`config.mk`:
```
export PLATFORM = sky130hd
export DESIGN_NAME = input_conditioner
export DESIGN_NICKNAME = d
export VERILOG_FILES = /design/src/rtl/counter2_pkg.sv /design/src/rtl/input_conditioner_sync_ff.sv /design/src/rtl/input_conditioner.sv
export SDC_FILE = /design/constraint.sdc
export NUM_CORES = 1
export LEC_CHECK = 0
export BUFFER_PORTS_ARGS = -buffer_cell sky130_fd_sc_hd__buf_4
export CAP_MARGIN = 10
export CORE_MARGIN = 2
export CORE_UTILIZATION = 50
export CTS_CLUSTER_SIZE = 16
export DETAILED_ROUTE_END_ITERATION = 6
export GPL_ROUTABILITY_DRIVEN = 0
export HOLD_SLACK_MARGIN = 0.06
export PLACE_DENSITY = 0.7
export SYNTH_ARGS = -nofsm -noshare
export SYNTH_HDL_FRONTEND = slang
export SYNTH_SLANG_ARGS = --single-unit
```
`constraint.sdc`:
```
create_clock -name clk -period 5 [get_ports clk]
set_clock_uncertainty 0.05 [all_clocks]
set_input_delay 0.75 -clock clk [delete_from_list [all_inputs] [get_ports clk]]
set_output_delay 0.75 -clock clk [all_outputs]
set_load 0.005 [all_outputs]
```
`src/rtl/counter2_pkg.sv`:
```
// Shared encodings and default sizing for the input conditioner.
package counter2_pkg;

  typedef enum logic [1:0] {
    S_LOW       = 2'd0,
    S_LOW_PEND  = 2'd1,
    S_HIGH      = 2'd2,
    S_HIGH_PEND = 2'd3
  } cond_state_e;

  localparam int DEF_SYNC_STAGES     = 2;
  localparam int DEF_DEBOUNCE_CYCLES = 16;
  localparam int DEF_EDGE_CNT_W      = 16;

endpackage

```
`src/rtl/input_conditioner_sync_ff.sv`:
```
// Multi-flop synchronizer chain bringing an asynchronous pin into the clk domain.
module sync_ff #(
  parameter int STAGES = 2
) (
  input  logic clk,
  input  logic reset,
  input  logic d,
  output logic q
);

  logic [STAGES-1:0] chain_q;
  logic [STAGES-1:0] chain_d;

  always_comb begin
    chain_d = {chain_q[STAGES-2:0], d};
  end

  always_ff @(posedge clk) begin
    if (reset) begin
      chain_q <= '0;
    end else begin
      chain_q <= chain_d;
    end
  end

  assign q = chain_q[STAGES-1];

endmodule

```
`src/rtl/input_conditioner.sv`:
```
// Synchronizes and debounces a raw pin, emitting a clean level, edge pulses,
// a wrapping rising-edge count and a sticky glitch flag.
module input_conditioner
  import counter2_pkg::*;
#(
  parameter int SYNC_STAGES     = DEF_SYNC_STAGES,
  parameter int DEBOUNCE_CYCLES = DEF_DEBOUNCE_CYCLES,
  parameter int EDGE_CNT_W      = DEF_EDGE_CNT_W
) (
  input  logic                  clk,
  input  logic                  reset,
  input  logic                  raw_in,
  input  logic                  clr_flags,
  output logic                  level_out,
  output logic                  rise_pulse,
  output logic                  fall_pulse,
  output logic [EDGE_CNT_W-1:0] edge_count,
  output logic                  glitch_flag
);

  localparam int QW = $clog2(DEBOUNCE_CYCLES + 1);
  localparam logic [QW-1:0]         Q_ONE   = QW'(1);
  localparam logic [QW-1:0]         Q_LAST  = QW'(DEBOUNCE_CYCLES - 1);
  localparam logic [EDGE_CNT_W-1:0] CNT_ONE = EDGE_CNT_W'(1);

  logic sync_q;

  sync_ff #(
    .STAGES (SYNC_STAGES)
  ) u_sync (
    .clk   (clk),
    .reset (reset),
    .d     (raw_in),
    .q     (sync_q)
  );

  cond_state_e           state_q, state_d;
  logic [QW-1:0]         qcnt_q, qcnt_d;
  logic                  level_q, level_d;
  logic                  rise_q, rise_d;
  logic                  fall_q, fall_d;
  logic [EDGE_CNT_W-1:0] cnt_q, cnt_d;
  logic                  glitch_q, glitch_d;
  logic                  reject;

  always_ff @(posedge clk) begin
    if (reset) begin
      state_q  <= S_LOW;
      qcnt_q   <= '0;
      level_q  <= 1'b0;
      rise_q   <= 1'b0;
      fall_q   <= 1'b0;
      cnt_q    <= '0;
      glitch_q <= 1'b0;
    end else begin
      state_q  <= state_d;
      qcnt_q   <= qcnt_d;
      level_q  <= level_d;
      rise_q   <= rise_d;
      fall_q   <= fall_d;
      cnt_q    <= cnt_d;
      glitch_q <= glitch_d;
    end
  end

  always_comb begin
    state_d = state_q;
    qcnt_d  = qcnt_q;
    level_d = level_q;
    rise_d  = 1'b0;
    fall_d  = 1'b0;
    cnt_d   = cnt_q;
    reject  = 1'b0;
    case (state_q)
      S_LOW: begin
        if (sync_q) begin
          state_d = S_LOW_PEND;
          qcnt_d  = Q_ONE;
        end else begin
          qcnt_d  = '0;
        end
      end
      S_LOW_PEND: begin
        if (!sync_q) begin
          state_d = S_LOW;
          qcnt_d  = '0;
          reject  = 1'b1;
        end else if (qcnt_q == Q_LAST) begin
          state_d = S_HIGH;
          qcnt_d  = '0;
          level_d = 1'b1;
          rise_d  = 1'b1;
          cnt_d   = cnt_q + CNT_ONE;
        end else begin
          qcnt_d  = qcnt_q + Q_ONE;
        end
      end
      S_HIGH: begin
        if (!sync_q) begin
          state_d = S_HIGH_PEND;
          qcnt_d  = Q_ONE;
        end else begin
          qcnt_d  = '0;
        end
      end
      S_HIGH_PEND: begin
        if (sync_q) begin
          state_d = S_HIGH;
          qcnt_d  = '0;
          reject  = 1'b1;
        end else if (qcnt_q == Q_LAST) begin
          state_d = S_LOW;
          qcnt_d  = '0;
          level_d = 1'b0;
          fall_d  = 1'b1;
        end else begin
          qcnt_d  = qcnt_q + Q_ONE;
        end
      end
      default: begin
        state_d = S_LOW;
        qcnt_d  = '0;
      end
    endcase
    // A rejection in the same cycle as a clear request keeps the flag set.
    glitch_d = reject | (glitch_q & ~clr_flags);
  end

  assign level_out   = level_q;
  assign rise_pulse  = rise_q;
  assign fall_pulse  = fall_q;
  assign edge_count  = cnt_q;
  assign glitch_flag = glitch_q;

endmodule
```
==> metrics.yaml <==
status: "complete, no violations"
netlist_area_um2: 1220
setup_viol: 0
critPathTopFamily: "simple AND/OR/NAND/NOR gates"
vias: 1062
path_cells: "ha_1, nand4b_1, or4_1, or3_1, a21oi_1"
dieHeight_um: 53.4
top_layer_used: "met4"
critPathCaptureType: "register"
path_clk_slew_ns: 0.10
grt_pass1_vias: 944
grt_overflow: 0
grt_first_pass_wirelength_mm: 3.86
seq_area_um2: 581
htreeDepth: 2
arrival_ns: 2.67
cts_setup_buffers: 0
leakagePower_nw: 0.521
start_util_pct: 54.1
cts_max_path_buffers: 2
drv_cap: 0
cp.depth: 5
grt_max_degree: 26
wl_per_cell_um: 12.2
rsz0062_at_grt: "false"
synth-seq-cells: 29
avgSynthCellArea_um2: 8.77
drt_iter0_drc: 13
grt.total_usage_pct: 18.8
yosys-mux-area-fraction_pct: 0.924
yosys.area_share.adder_pct: 2.05
io_buffers: 23
antenna_found_initial: 0
met3_length_um: 116
drc: 0
rr_worst_depth: 5
dr.pass1.iters: 7
antenna_cells: 0
layout.cells.non_filler: 193
max-vdd-ir-drop_mv: 0.208
required_ns: 5.20
fin_crit_sh_pct: 49.4
fp-row-count: 17
worstPathBufferInverterCount: 0
cts_tree: "built"
crit_fanout: 11
p_per_area_nw_per_um2: 259
tns_ns: 0
slew_violations: 0
cts_resized: 0
tightest_slew_ns: 0.427
cts-root-buf: "clkbuf_4"
die-area_um2: 2850
fmax_mhz: 405
relSlewSlack_pct: 71.4
final_layout_size_suffix_gt1_share_pct: 19.4
synth_top_family_by_area: "simple AND/OR/NAND/NOR gates"
worst_setup_path_start_kind: "register"
multi_input_area_um2: 584
yosys.area_share.simple_pct: 27.9
drt-total-wl_mm: 2.35
met1_length_mm: 1.07
dp_cells: 185
synthXorXnorAreaFrac_pct: 7.19
synth_cell_types: 29
die_w_um: 53.4
ant_nets: 0
hold_buffers: 0
hold_path.class: "register to register"
hold_path_depth: 1
slowest_delay_ns: 0.76
fillCellCount: 213
core_um2: 2250
clock-sinks: 29
wl_met2_mm: 1.16
area_growth_pct: 19.0
clk_latency_ns: 0.32
finalHoldViolations: 0
yosysSeqAreaShare_pct: 47.6
ys_warn_count: 0
cts_made_buffers: 5
vias_per_cell: 5.50
worst-setup-path-type: "register to register"
ios: 24
fin_crit_ns: 2.47
fin_nets: 170
syn-instance-count: 139
critPathSlowestCell: "or4_1"
synth-compound-area-share_pct: 9.86
dpl.hpwl_mm: 1.69
synth_nets: 145
[worst reg2reg max path, delay by kind of cell, from the launching register on]
kind                       cells  cell delay [ns]
and+or+nand+nor                3             1.56
DFF                            1             0.40
adders and majority gates      1             0.26
AOI/OAI and AO/OA              1             0.14
[sequential cells by signal, summed over array words and instances, names as in the netlist, named ones only]
signal / flops
edge_count: 16
rise_pulse: 1
fall_pulse: 1
state_q: 1
level_out: 1
glitch_flag: 1
u_sync.chain_q: 2
qcnt_q: 5
[stage by stage]
stage / util [%] / power [mW] / instance area (µm²) / hold WS, ns / worst slack [ns]
CTS: 64.3 / 0.379 / 1450 / 0.401 / 2.54
global route: 64.3 / 0.393 / 1450 / 0.412 / 2.36
finish: 64.3 / 0.375 / 1450 / 0.394 / 2.53
floorplan: - / 0.245 / 1220 / 0.364 / 2.97
detailed placement: 62.0 / 0.250 / 1400 / 0.379 / 2.57
global placement: 62.0 / 0.249 / 1400 / 0.370 / 2.70
[area by class of cell]
type | count | share of cell area, %
clock inverter | 2 | 0.690
timing repair buffer | 23 | 11.9
clock buffer | 6 | 2.85
sequential | 29 | 40.0
multi-input combinational | 98 | 40.3
inverter | 7 | 1.81
tap | 28 | 2.42
[final timing paths]
kind                                                    from                            to  slack (ns)
worst min register to register  u_sync.chain_q[0]$_SDFF_PP0_  u_sync.chain_q[1]$_SDFF_PP0_        0.39
worst max register to register          qcnt_q[0]$_SDFF_PP0_   edge_count[12]$_SDFFE_PP0P_        2.53
worst max-delay path                    qcnt_q[0]$_SDFF_PP0_   edge_count[12]$_SDFFE_PP0P_        2.53
worst min-delay path            u_sync.chain_q[0]$_SDFF_PP0_  u_sync.chain_q[1]$_SDFF_PP0_        0.39
[per-layer routing]
metal,global-route usage (%),up-vias
met1,21.0,498
met5,0,-
met2,33.1,28
met4,6.41,0
met3,5.93,2
li1,-,534
[Yosys cell counts (all sizes together)]
master	number	area, µm²
clkbuf	3	11.3
ha	2	25.0
and4b	1	11.3
nor3	4	20.0
nor4b	1	8.76
o21ai	9	45.0
inv	7	26.3
nor2b	5	31.3
nand3b	1	7.51
nand3	6	30.0
mux2	1	11.3
or4	2	18.8
nand4b	3	26.3
and4	1	8.76
nand2	8	30.0
a21boi	1	7.51
nor2	16	60.1
o21bai	1	7.51
buf	2	16.3
nor4	4	25.0
a21oi	12	60.1
nand4	2	12.5
or3	5	31.3
and3	2	12.5
xnor2	10	87.6
and2	1	6.26
dfxtp	29	581
[layout by cell type (no fill, tap or decap), types with 5 or more instances in the layout]
cell type  netlist  final
inv_1            7      7
a21oi_1         12     12
nand2_1          8      8
dfxtp_1         29     29
nand3_1          6      6
or3_1            5      5
xnor2_1         10     10
clkbuf_4         0      5
o21ai_0          9      9
buf_4            0     23
nor2_1          16     16
nor2b_1          5      5
[power breakdown]
| part | total, mW | switching [mW] | internal [mW] |
|---|---|---|---|
| logic | 0.00936 | 0.00500 | 0.00436 |
| registers | 0.235 | 0.00163 | 0.233 |
| clock network | 0.132 | 0.0781 | 0.0535 |
[logic make-up after synthesis]
logic type | count (synthesis)
XOR/XNOR | 10
AO/OA/AOI/OAI | 23
adder cells (fa/ha/maj) | 2
buffers and inverters | 12
flip-flops | 29
multiplexers | 1
AND/OR/NAND/NOR | 62
Power figures use the tool's default switching activity.
